**config.mk**
```make
export PLATFORM = sky130hd
export DESIGN_NAME = shift_add_mult8
export DESIGN_NICKNAME = d
export VERILOG_FILES = /design/src/rtl/shift_add_mult8.sv
export SDC_FILE = /design/constraint.sdc
export NUM_CORES = 1
export LEC_CHECK = 0
export ABC_AREA = 1
export BUFFER_PORTS_ARGS = -buffer_cell sky130_fd_sc_hd__buf_4
export CORE_UTILIZATION = 65
export CTS_BUF_LIST = sky130_fd_sc_hd__clkbuf_4 sky130_fd_sc_hd__clkbuf_8
export CTS_CLUSTER_DIAMETER = 60
export DETAILED_ROUTE_END_ITERATION = 12
export HOLD_SLACK_MARGIN = 0.02
export PLACE_DENSITY = 0.85
export SLEW_MARGIN = 25
export SYNTH_ARGS = -nofsm -noshare
export SYNTH_HDL_FRONTEND = slang
export SYNTH_HIERARCHICAL = 1
export SYNTH_SLANG_ARGS = --single-unit
```
**constraint.sdc**
```tcl
create_clock -name clk -period 5.8 [get_ports clk]
set_clock_uncertainty 0.1 [all_clocks]
set_input_delay 0.58 -clock clk [delete_from_list [all_inputs] [get_ports clk]]
set_output_delay 0.58 -clock clk [all_outputs]
set_load 0.005 [all_outputs]
```
**src/rtl/shift_add_mult8.sv**
```systemverilog
// shift_add_mult8 -- sequential 8x8 unsigned multiplier.
//   One 16-bit carry-select adder (csa16) is shared across cycles. Each RUN
//   cycle it adds the shifted multiplicand into the running partial sum when
//   the current multiplier LSB is set. The product is registered on entry to
//   DONE and held until the next accepted start.
//
//   Optional build macro: MULT_EARLY_DONE_EN
//     defined   -> RUN also ends once the remaining multiplier bits are zero
//     undefined -> always exactly 8 add cycles
//
// Ports
//   clk    in   1   clock, rising edge
//   rst    in   1   asynchronous active-high reset
//   start  in   1   multiply request, sampled only in IDLE
//   A      in   8   multiplicand, sampled on the accepting edge
//   B      in   8   multiplier, sampled on the accepting edge
//   busy   out  1   high in RUN and DONE
//   done   out  1   one-cycle pulse while in DONE
//   P      out  16  product, held until the next accepted start

module csa16 (
  input  logic [15:0] a,
  input  logic [15:0] b,
  input  logic        cin,
  output logic [15:0] s,
  output logic        cout
);
  logic [8:0] lo;
  logic [8:0] hi0;
  logic [8:0] hi1;

  // Upper byte is computed for both possible carries and selected by the
  // carry out of the lower byte.
  assign lo  = {1'b0, a[7:0]}  + {1'b0, b[7:0]} + {8'h00, cin};
  assign hi0 = {1'b0, a[15:8]} + {1'b0, b[15:8]};
  assign hi1 = {1'b0, a[15:8]} + {1'b0, b[15:8]} + 9'd1;

  assign s    = {(lo[8] ? hi1[7:0] : hi0[7:0]), lo[7:0]};
  assign cout = lo[8] ? hi1[8] : hi0[8];
endmodule

module shift_add_mult8 #(
  parameter int N_BITS = 8
) (
  input  logic        clk,
  input  logic        rst,
  input  logic        start,
  input  logic [7:0]  A,
  input  logic [7:0]  B,
  output logic        busy,
  output logic        done,
  output logic [15:0] P
);
  // The shared adder is 16 bits wide, so only 8-bit operands are supported.
  generate
    if (N_BITS != 8) begin : g_bad_width
      $error("shift_add_mult8: N_BITS must be 8");
    end
  endgenerate

  typedef enum logic [1:0] {
    S_IDLE = 2'd0,
    S_RUN  = 2'd1,
    S_DONE = 2'd2
  } state_t;

  state_t      state_q;
  logic [15:0] acc_q;
  logic [15:0] mcand_q;
  logic [7:0]  mplier_q;
  logic [3:0]  cnt_q;
  logic [15:0] p_q;
  logic        busy_q;
  logic        done_q;

  logic [15:0] addend_d;
  logic [15:0] sum_d;
  logic        last_add_d;

  assign addend_d = mplier_q[0] ? mcand_q : 16'h0000;

  // Carry out can never be set: the product fits in 16 bits.
  csa16 u_csa16 (
    .a    (acc_q),
    .b    (addend_d),
    .cin  (1'b0),
    .s    (sum_d),
    .cout ()
  );

`ifdef MULT_EARLY_DONE_EN
  // Stop as soon as no multiplier bits remain after this add.
  assign last_add_d = (cnt_q == 4'd7) || (mplier_q[7:1] == 7'd0);
`else
  assign last_add_d = (cnt_q == 4'd7);
`endif

  always_ff @(posedge clk or posedge rst) begin
    if (rst) begin
      state_q  <= S_IDLE;
      acc_q    <= 16'h0000;
      mcand_q  <= 16'h0000;
      mplier_q <= 8'h00;
      cnt_q    <= 4'd0;
      p_q      <= 16'h0000;
      busy_q   <= 1'b0;
      done_q   <= 1'b0;
    end else begin
      case (state_q)
        S_IDLE: begin
          if (start) begin
            mcand_q  <= {8'h00, A};
            mplier_q <= B;
            acc_q    <= 16'h0000;
            cnt_q    <= 4'd0;
            busy_q   <= 1'b1;
            state_q  <= S_RUN;
          end
        end
        S_RUN: begin
          acc_q    <= sum_d;
          mcand_q  <= {mcand_q[14:0], 1'b0};
          mplier_q <= {1'b0, mplier_q[7:1]};
          cnt_q    <= cnt_q + 4'd1;
          if (last_add_d) begin
            p_q     <= sum_d;
            done_q  <= 1'b1;
            state_q <= S_DONE;
          end
        end
        S_DONE: begin
          done_q  <= 1'b0;
          busy_q  <= 1'b0;
          state_q <= S_IDLE;
        end
        default: begin
          done_q  <= 1'b0;
          busy_q  <= 1'b0;
          state_q <= S_IDLE;
        end
      endcase
    end
  end

  assign busy = busy_q;
  assign done = done_q;
  assign P    = p_q;
endmodule
```
# Yosys cells after proc, flatten, opt, wreduce, memory -nomap -nowiden
# Cells that the tools add are included.
dict set report classes {
  add_sub_neg 4
  eq_ne 4
  n_mux 17
  bitwise 2
  n_reduce_logical 7
}
# operator count
set op_table {}
lappend op_table {{$pmux 16 s2} 2}
lappend op_table {{$mux 16} 3}
lappend op_table {{$mux 8} 2}
lappend op_table {{$pmux 8 s2} 1}
lappend op_table {{$reduce_and 2->1} 5}
lappend op_table {{$add 8x8->9} 1}
lappend op_table {{$add 8x1->8 const B} 1}
lappend op_table {{$add 8x8->8} 1}
lappend op_table {{$pmux 4 s2} 1}
lappend op_table {{$add 4x1->4 const B} 1}
lappend op_table {{$eq 4x3->1 const B} 1}
lappend op_table {{$mux 2} 2}
lappend op_table {{$mux 4} 1}
lappend op_table {{$ne 2x2->1 const B} 2}
lappend op_table {{$pmux 1 s2} 2}
lappend op_table {{$pmux 2 s2} 1}
lappend op_table {{$eq 2x1->1 const B} 1}
lappend op_table {{$logic_not 2->1} 1}
lappend op_table {{$mux 1} 2}
lappend op_table {{$not 1->1} 2}
lappend op_table {{$reduce_bool 2->1} 1}
dict set report word_totals {
  regBits 64
  input_bits 19
  out_inout_bits 18
  elab_cells 42
}

# Depth between registers and ports, before layout
# Gate-level depths: netlist (run 1).
dict set report logic_depth {
  ltp_word 5
  depth_mapped 18
}

# Modules after synthesis
# Netlist (run 1), hierarchy kept.
# mod n_inst cells_per_inst area_each_um2 seq_area_each_um2
set by_module_without_submodules {}
lappend by_module_without_submodules {shift_add_mult8 1 331 2816.5 1601.5}
lappend by_module_without_submodules {csa16 1 159 1009.7 0.0}

# Worst setup path before layout (run 1)
# OpenSTA, ideal clock, no wires.
dict set report synth_timing {
  path_kind {flip-flop to flip-flop}
  from {register mplier_q[0]}
  to {register p_q[14], in the netlist P[14]}
  setup_time_ps 116
  arrival_time_ps 2277
  t_required_ps 5584
  slack_ps 3307
  path_stages_with_launch 16
  cell_sequence {dfrtp_1 clkbuf_1 buf_2 nand2_1 inv_1 ha_1 fa_1 ha_1 inv_1 nor2_2 nand3_4 nor2_1 nand2_1 o21a_1 nand3_1 nand2_1}
}
dict set report synth_between {
  elab_chain_len 4
  elab_cells_between_ends 5
}
# item line_no
set synth_lines {}
lappend synth_lines {{start: declaration} 70} ;# logic [7:0] mplier_q;
lappend synth_lines {{start signal: assignment} 123} ;# mplier_q <= {1'b0, mplier_q[7:1]};
lappend synth_lines {{$mux 16 (*)} 80} ;# assign addend_d = mplier_q[0] ? mcand_q : 16'h0000;
lappend synth_lines {{named net addend_d[8]} 76} ;# logic [15:0] addend_d;
lappend synth_lines {{$add 8x8->8 (*)} {35, 36}}
lappend synth_lines {{$add 8x1->8} 36} ;# assign hi1 = {1'b0, a[15:8]} + {1'b0, b[15:8]} + 9'd1;
lappend synth_lines {{$mux 8 (*)} 38} ;# assign s = {(lo[8] ? hi1[7:0] : hi0[7:0]), lo[7:0]};
lappend synth_lines {{named net sum_d[14]} 77} ;# logic [15:0] sum_d;
lappend synth_lines {{end signal: assignment} 126} ;# p_q <= sum_d;
lappend synth_lines {{end: declaration} 72} ;# logic [15:0] p_q;
# The timed path passes the listed nets; every way through them passes the cells marked *.
# A chain may end at the register's enable or synchronous reset.

# Final worst setup path (run 1)
dict set report layout_timing {
  from {register mplier_q[0]}
  to {register p_q[13], in the netlist P[13]}
}
dict set report layout_between {
  elab_cells_between_ends 5
}
# item line_no
set layout_lines {}
lappend layout_lines {{$mux 16} 80}
lappend layout_lines {{named net addend_d[0]} 76}
lappend layout_lines {{$add 8x8->9} 34} ;# assign lo = {1'b0, a[7:0]} + {1'b0, b[7:0]} + {8'h00, cin};
lappend layout_lines {{$mux 8} 38}
lappend layout_lines {{named net sum_d[13]} 77}
# The timed path passes the listed nets, and every way through them passes these cells.

==> impl_metrics.yaml, run 1 <==
clocking:
  cts_buffers: 9
  clock-sinks: 64
  post_cts_resized: 0
  hold_buffers: 0
  cts.path.max_buffers: 2
  insertion_delay_ns: 0.35
  cts-root-buf: "clkbuf_8"
  cts_tree: "done"
  clkTransAtPathRegs_ns: 0.07
  cts_setup_buffers: 0
  htree_levels: 3
detailed_routing:
  remaining_drc_errors: 0
  wl_per_cell_um: 12.8
  firstDrtPassIters: 4
  vias: 3099
  antenna_left: 0
  wirelength_um: 7480
  drtIter0Drc: 206
  viasPerCell: 5.30
place:
  place_area_um2: 4020
  place_worst_setup_slack_ns: 3.04
  dpl.cell_count: 569
  hpwl_um: 5070
  numPortBuffers: 36
  gp_congestion: 0.866
timing:
  hold_violations: 0
  drv_slew: 0
  rsz0062_at_grt: "false"
  timing.fmax_mhz: 357
  period_minus_slack_ns: 2.80
  period_share: 0.482
  setup_viol: 0
  tns_ns: 0
  hold-worst-slack_ns: 0.321
  setup_ws_ns: 3.00
  relSlewSlack: 0.398
  worstMarginPinSlew_ns: 0.900
die:
  die_w_um: 78.2
  die_h_um: 78.2
  coreArea_um2: 5540
  rows: 27
  pin_count: 37
  start_util: 0.682
  die_area_um2: 6120
yosys:
  avgSynthCellArea_um2: 7.89
  ys_warn_count: 6
  synth_area_um2: 3780
  syn-num-nets: 518
  synthCells: 479
power:
  leakage_nw: 2.45
  p_per_area_nw_per_um2: 478
  p_clk_frac: 0.191
  p_sw_mw: 0.842
  power_frac_seq: 0.386
  worst_ir_drop_vdd_v: 0.000321
  intPower_mw: 1.17
  pwr-share-comb: 0.423
  power.total_mw: 2.02
  switching_share: 0.418
global_routing:
  grt_util_all_layers: 0.270
  antenna_found_initial: 0
  grt_pass1_vias: 2859
  grt_pass1_wl_um: 12900
  grt_start_max_net_pins: 65
  gr-total-overflow: 0
layout:
  stdcell_area_um2: 4220
  final_util: 0.762
  syn2layout_area_growth_pct: 11.7
  nNetsFinal: 547
  num_antenna_cells: 0
  fillCellCount: 424
  layout.cells.non_filler: 585
  drive_above_1_share: 0.164
  multi_input_area_um2: 1850
  final-seq-area_um2: 1600
worst_setup_path:
  crit_family: "simple AND/OR/NAND/NOR gates"
  cp_cell_sequence: "nand2_1, inv_1, inv_1, fa_1, inv_1, fa_1, nand3_1, nand2_1, nand2_1, nand2_4, nand2_4, nor2_4, xor2_1, inv_1, nand3_1, nand2_1"
  crit_path_end_kind: "flip-flop"
  worstSetupPathType: "reg2reg"
  path_buf_inv: 4
  slowest_stage: "dfrtp_1"
  critPathMaxStageDelay_ns: 0.64
  crit_path_max_fanout: 17
  cp.arrival_ns: 2.93
  startpoint_type: "flip-flop"
  cp.required_ns: 5.93
min_path:
  hold_class: "in2reg"
status:
  outcome: "finished, final reports clean"
flow_run:
  maxCapViolCount: 0
## cell usage in the layout (no fill, tap or decap), types with 2 or more instances in the layout
cell,n
nand2_1,173
nand3_1,85
dfrtp_1,64
inv_1,49
buf_4,37
ha_1,17
clkbuf_8,10
nand2_4,8
nand2_2,8
xor2_1,8
a21oi_1,7
nor2_1,6
o21ai_0,4
nand4_1,4
xnor2_1,4
inv_2,3
nor2_4,3
nor2_2,3
fa_1,3
clkinv_2,2
## routing by layer
metal,track usage,routed length [µm],vias to the layer above
met1,0.363,3470,1453
li1,-,-,1566
met3,0.0430,382,8
met5,0,0,-
met4,0.122,88,0
met2,0.432,3540,72
## cell type report
cell class	count	area share
tap	72	0.0213
inverter	53	0.0477
clock buffer	11	0.0344
sequential	64	0.379
clock inverter	5	0.0133
multi-input combinational	343	0.438
timing repair buffer	37	0.0658
## worst paths after layout
path                                  start          end  slack (ns)  cells after the start
min in group asynchronous               rst  mplier_q[6]        0.37                      3
worst max register to register  mplier_q[0]        P[13]        3.00                     16
worst min register to register         P[2]         P[2]        0.38                      2
max in group asynchronous               rst        P[15]        4.72                      3
worst max-delay path            mplier_q[0]        P[13]        3.00                     16
worst min-delay path                   B[7]  mplier_q[7]        0.32                      3
## worst register-to-register path, cell delays in order, from the launching register on
cell,delay (ns)
dfrtp_1,0.64
nand2_1,0.13
inv_1,0.07
inv_1,0.05
fa_1,0.38
inv_1,0.10
fa_1,0.21
nand3_1,0.08
nand2_1,0.13
nand2_1,0.10
nand2_4,0.12
nand2_4,0.07
nor2_4,0.13
xor2_1,0.16
inv_1,0.07
nand3_1,0.08
nand2_1,0.06
## flip-flops by register name (all words and copies together) (netlist names)
register	count
busy	1
done	1
P	16
acc_q	16
cnt_q	4
state_q	2
mcand_q	16
mplier_q	8
## power by group through the flow
stage	Sequential (mW)	Clock, mW	Combinational [mW]
2_1_floorplan	0.747	0	0.677
3_3_place_gp	0.775	0	0.816
3_5_place_dp	0.783	0	0.851
4_1_cts	0.777	0.392	0.853
5_1_grt	0.803	0.412	0.965
6_report	0.777	0.385	0.853
Note: power is estimated with default switching activity, not from simulation.
==> run 2, diff against run 1 <==
--- a/config.mk
+++ b/config.mk
@@ -7,12 +7,12 @@
 export LEC_CHECK = 0
 export ABC_AREA = 1
 export BUFFER_PORTS_ARGS = -buffer_cell sky130_fd_sc_hd__buf_4
-export CORE_UTILIZATION = 65
+export CORE_UTILIZATION = 56
 export CTS_BUF_LIST = sky130_fd_sc_hd__clkbuf_4 sky130_fd_sc_hd__clkbuf_8
 export CTS_CLUSTER_DIAMETER = 60
 export DETAILED_ROUTE_END_ITERATION = 12
 export HOLD_SLACK_MARGIN = 0.02
-export PLACE_DENSITY = 0.85
+export PLACE_DENSITY = 0.78
 export SLEW_MARGIN = 25
 export SYNTH_ARGS = -nofsm -noshare
 export SYNTH_HDL_FRONTEND = slang
==> constraint.sdc (replaced) <==
create_clock -name clk -period 2.38 [get_ports clk]
set_clock_uncertainty 0.1 [all_clocks]
set_input_delay 0.238 -clock clk [delete_from_list [all_inputs] [get_ports clk]]
set_output_delay 0.238 -clock clk [all_outputs]
set_load 0.005 [all_outputs]
==> run 2 against run 1 <==
The flow now finishes with violations (DRC). Register-to-register slack worse by 2.9 ns. Sequential cell count stayed put. Global-route usage is 2.1 points lower. Worst setup slack got worse by 2.9 ns. Clock power rose to 2.8 times the previous value. Critical path depth decreased by 3. Largest cell class unchanged. Utilization down 4.1 points. Routed wire length is 9.4% higher. Clock-buffer cell count unchanged. Final cell count is 5.8% higher.
==> impl_metrics.yaml, run 2 (synthesized netlist as in run 1, its figures left out) <==
detailed_routing:
  remaining_drc_errors: 4
  firstDrtPassIters: 9
  antenna_left: 0
  drtIter0Drc: 214
  wl_per_cell_um: 13.2
  vias: 3248
  viasPerCell: 5.25
  wirelength_um: 8180
layout:
  num_antenna_cells: 0
  stdcell_area_um2: 4630
  nNetsFinal: 576
  syn2layout_area_growth_pct: 22.5
  final_cell_mix: "nand2_1, nand3_1, dfrtp_1"
  drive_above_1_share: 0.208
  final_common_cell: "nand2_1"
worst_setup_path:
  slowest_stage: "fa_2"
  regToRegSetupSlack_ns: 0.10
  cp.arrival_ns: 2.40
  r2r_cells: 13
  crit_path_max_fanout: 4
  r2r_end: "acc_q[14]"
  cp.required_ns: 2.50
  cp_cell_sequence: "nand2_1, inv_1, ha_2, fa_2, ha_4, inv_2, nor2_4, nand3_4, nor2_2, nand2_1, o21a_1, nand2_1, nand2_1"
  crit_path_end_kind: "flip-flop"
  startpoint_type: "flip-flop"
  crit_top_cell: "nand2_1"
  path_buf_inv: 2
  crit_family: "adder cells"
  worstSetupPathType: "reg2reg"
  r2r_start: "mplier_q[0]"
  critPathMaxStageDelay_ns: 0.57
global_routing:
  antenna_found_initial: 0
  gr-total-overflow: 0
  grt_pass1_wl_um: 13900
  grt_pass1_vias: 3252
  grt_start_max_net_pins: 46
  grt_util_all_layers: 0.250
timing:
  period_share: 0.957
  drv_slew: 0
  worstMarginPinSlew_ns: 0.642
  period_minus_slack_ns: 2.28
  rsz0062_at_grt: "true"
  setup_viol: 0
  timing.fmax_mhz: 439
  relSlewSlack: 0.571
  hold_violations: 0
die:
  rows: 29
  die_area_um2: 7080
  pin_count: 37
  start_util: 0.588
  die_w_um: 84.1
  coreArea_um2: 6420
  die_h_um: 84.1
place:
  gp_congestion: 0.852
  hpwl_um: 5660
  place_area_um2: 4130
  numPortBuffers: 36
min_path:
  min_path_cells: 4
  hold_end: "mcand_q[12]"
  hp-start: "start"
  hold_class: "in2reg"
power:
  p_per_area_nw_per_um2: 1140
  power.total_mw: 5.29
  worst_ir_drop_vdd_v: 0.000880
  leakage_nw: 2.60
clocking:
  clock-sinks: 64
  cts-root-buf: "clkbuf_8"
  cts_buffers: 9
  insertion_delay_ns: 0.34
  cts_tree: "done"
  clkTransAtPathRegs_ns: 0.07
  htree_levels: 3
  cts.path.max_buffers: 2
flow_run:
  maxCapViolCount: 0
status:
  outcome: "complete, but fails checks"
  violations: "DRC"
==> run 2: layout make-up <==
| type | count | area, µm² |
|---|---|---|
| Clock buffer | 11 | 151 |
| Clock inverter | 5 | 78.8 |
| Fill cell | 493 | 1790 |
| Inverter | 53 | 201 |
| Multi-Input combinational cell | 343 | 1940 |
| Sequential cell | 64 | 1600 |
| Tap cell | 77 | 96.3 |
| Timing Repair Buffer | 66 | 563 |
==> run 2: where the power goes <==
group / total [mW] / leakage, nW / switching, mW / internal (mW)
Clock: 1.06 / 0.119 / 0.412 / 0.645
Combinational: 2.35 / 1.65 / 1.39 / 0.965
Sequential: 1.88 / 0.825 / 0.338 / 1.55
Total: 5.29 / 2.60 / 2.14 / 3.16
==> run 2: how the worst max path moves through the flow <==
stage                     start         to  slack, ns  cells after the start
floorplan           mplier_q[0]      P[13]      -0.01                     14
global placement    mplier_q[0]      P[13]       0.09                     16
detailed placement  mplier_q[0]      P[13]      -0.04                     16
CTS                 mplier_q[0]      P[13]       0.03                     16
global route        mplier_q[0]      P[13]      -0.03                     16
finish              mplier_q[0]  acc_q[14]       0.10                     13
==> run 2: worst reg2reg max path, cell delays in order, from the launching register on <==
cell and delay [ns]:
dfrtp_1 0.41, nand2_1 0.08, inv_1 0.05, ha_2 0.19, fa_2 0.57, ha_4 0.14
inv_2 0.04, nor2_4 0.09, nand3_4 0.10, nor2_2 0.12, nand2_1 0.05, o21a_1 0.11
nand2_1 0.07, nand2_1 0.05
==> run 2: timing repair <==
item                                    in CTS  in global routing
endpoints found under the setup margin       9                 13
buffers inserted                             1                  3
gates resized for setup                      4                 11
pin swaps                                    2                 11
cloned                                       0                  0
hold endpoints to repair                    42                  0
hold buffers                                17                  0
==> run 2: through the flow <==
step | instances | utilization | TNS (ns) | hold slack [ns] | setup slack, ns
5_1_grt | 619 | 0.721 | -0.0825 | 0.370 | -0.0306
2_1_floorplan | 479 | - | -0.0260 | 0.248 | -0.0132
4_1_cts | 616 | 0.707 | 0 | 0.323 | 0.0303
3_5_place_dp | 582 | 0.643 | -0.154 | 0.264 | -0.0386
6_report | 619 | 0.721 | 0 | 0.350 | 0.102
3_3_place_gp | 582 | 0.643 | 0 | 0.249 | 0.0868
==> run 2: routing by layer <==
layer	vias to the layer above	track usage	share of wire	wire, µm
met2	89	0.417	0.48	3910
met1	1515	0.321	0.45	3710
met4	0	0.121	0.022	183
li1	1626	-	-	-
met3	18	0.0364	0.045	369
met5	-	0	0	0
==> run 3, diff against run 2 <==
--- a/config.mk
+++ b/config.mk
@@ -13,6 +13,7 @@
 export DETAILED_ROUTE_END_ITERATION = 12
 export HOLD_SLACK_MARGIN = 0.02
 export PLACE_DENSITY = 0.78
+export RECOVER_POWER = 25
 export SLEW_MARGIN = 25
 export SYNTH_ARGS = -nofsm -noshare
 export SYNTH_HDL_FRONTEND = slang
==> run 3 against run 2 <==
The run still ends with DRC left. Critical endpoint unchanged. Non-clock buffer count unchanged. Register-to-register slack hardly changed. First-iteration DRC count down 0.93%. Critical path depth unchanged. Clock power is essentially flat. Via count grew 1.2%. Design area stayed put. Sequential share of layout area stayed put. Routed wire length down 0.12%.
==> impl_metrics.yaml, run 3 (synthesized netlist as in run 1, its figures left out) <==
status:
  outcome: "complete, but fails checks"
  violations: "DRC"
die:
  rows: 29
  die_area_um2: 7080
  coreArea_um2: 6420
  start_util: 0.588
  die_w_um: 84.1
  pin_count: 37
  die_h_um: 84.1
power:
  p_clk_frac: 0.200
  leakage_nw: 2.60
  intPower_mw: 3.15
  power_frac_seq: 0.356
  p_sw_mw: 2.13
  power.total_mw: 5.28
  p_per_area_nw_per_um2: 1140
  pwr-share-comb: 0.444
  switching_share: 0.404
  worst_ir_drop_vdd_v: 0.000873
global_routing:
  antenna_found_initial: 0
  grt_pass1_wl_um: 13900
  gr-total-overflow: 0
  grt_start_max_net_pins: 46
  grt_util_all_layers: 0.250
  grt_pass1_vias: 3252
detailed_routing:
  vias: 3286
  wl_per_cell_um: 13.2
  firstDrtPassIters: 9
  remaining_drc_errors: 4
  antenna_left: 0
  wirelength_um: 8170
  drtIter0Drc: 212
  viasPerCell: 5.31
clocking:
  cts_buffers: 9
  htree_levels: 3
  cts_tree: "done"
  clock-sinks: 64
  insertion_delay_ns: 0.34
  cts.path.max_buffers: 2
  clkTransAtPathRegs_ns: 0.07
  cts-root-buf: "clkbuf_8"
flow_run:
  maxCapViolCount: 0
timing:
  worstMarginPinSlew_ns: 1.16
  relSlewSlack: 0.223
  setup_ws_ns: 0.100
  period_minus_slack_ns: 2.28
  hold_violations: 0
  setup_viol: 0
  timing.fmax_mhz: 439
  period_share: 0.958
  rsz0062_at_grt: "true"
  drv_slew: 0
  hold-worst-slack_ns: 0.349
  tns_ns: 0
layout:
  num_antenna_cells: 0
  drive_above_1_share: 0.207
  fillCellCount: 493
  layout.cells.non_filler: 619
  nNetsFinal: 576
  final_common_cell: "nand2_1"
  syn2layout_area_growth_pct: 22.5
  final_cell_mix: "nand2_1, nand3_1, dfrtp_1"
min_path:
  hold_class: "in2reg"
  min_path_cells: 4
worst_setup_path:
  worstSetupPathType: "reg2reg"
  crit_path_end_kind: "flip-flop"
  r2r_cells: 13
  cp.required_ns: 2.50
  cp.arrival_ns: 2.40
  crit_path_max_fanout: 4
  startpoint_type: "flip-flop"
place:
  hpwl_um: 5660
  dpl.cell_count: 582
  place_worst_setup_slack_ns: -0.0386
  numPortBuffers: 36
  gp_congestion: 0.852
==> run 3: cell count changes in the layout (fill, tap and decap cells not counted) <==
cell and change:
inv_2 -1, inv_1 +1, buf_4 -9, clkbuf_4 +9
==> run 3: power groups by stage <==
stage / clock, mW / sequential [mW] / combinational [mW]
3_3_place_gp: 0 / 1.86 / 2.14
2_1_floorplan: 0 / 1.82 / 1.69
3_5_place_dp: 0 / 1.88 / 2.22
4_1_cts: 1.08 / 1.87 / 2.26
5_1_grt: 1.12 / 1.94 / 2.64
6_report: 1.06 / 1.88 / 2.34
==> run 3: critical path: stages, from the launching register on <==
cell	delay [ns]
dfrtp_1	0.41
nand2_1	0.08
inv_1	0.05
ha_2	0.19
fa_2	0.57
ha_4	0.14
inv_2	0.04
nor2_4	0.09
nand3_4	0.10
nor2_2	0.12
nand2_1	0.05
o21a_1	0.11
nand2_1	0.07
nand2_1	0.05
==> run 3: area by class of cell <==
cell class                 instances  area [µm²]  area share
timing repair buffer              66         563       0.122
sequential                        64        1600       0.346
clock buffer                      11         151      0.0327
inverter                          53         201      0.0435
tap                               77        96.3      0.0208
clock inverter                     5        78.8      0.0170
multi-input combinational        343        1940       0.418
==> run 3: worst paths after layout <==
check / slack, ns / to / from
worst max-delay path: 0.10 / acc_q[14] / mplier_q[0]
worst min-delay path: 0.35 / mcand_q[12] / start
worst max register to register: 0.10 / acc_q[14] / mplier_q[0]
worst min register to register: 0.37 / P[1] / P[1]
max in group asynchronous: 0.73 / acc_q[11] / rst
min in group asynchronous: 0.66 / acc_q[12] / rst
==> run 3: per-layer routing <==
metal	GRT usage	part of all wire	vias up
met5	0	0	-
met4	0.121	0.020	0
met3	0.0364	0.048	17
met2	0.417	0.48	96
met1	0.321	0.45	1546
li1	-	-	1627
==> run 3: repair_timing <==
action                                  4_1_cts  5_1_grt
gates resized for setup                       4       11
endpoints found under the hold margin        42        0
hold buffers                                 17        0
pin swaps                                     2       11
endpoints found under the setup margin        9       13
buffers inserted                              1        3
==> run 3: metrics by stage <==
stage | utilization | instance area (µm²)
final | 0.721 | 4630
after global routing | 0.721 | 4630
after CTS | 0.707 | 4540
after detailed placement | 0.643 | 4130
after global placement | 0.643 | 4130
after floorplan | - | 3810
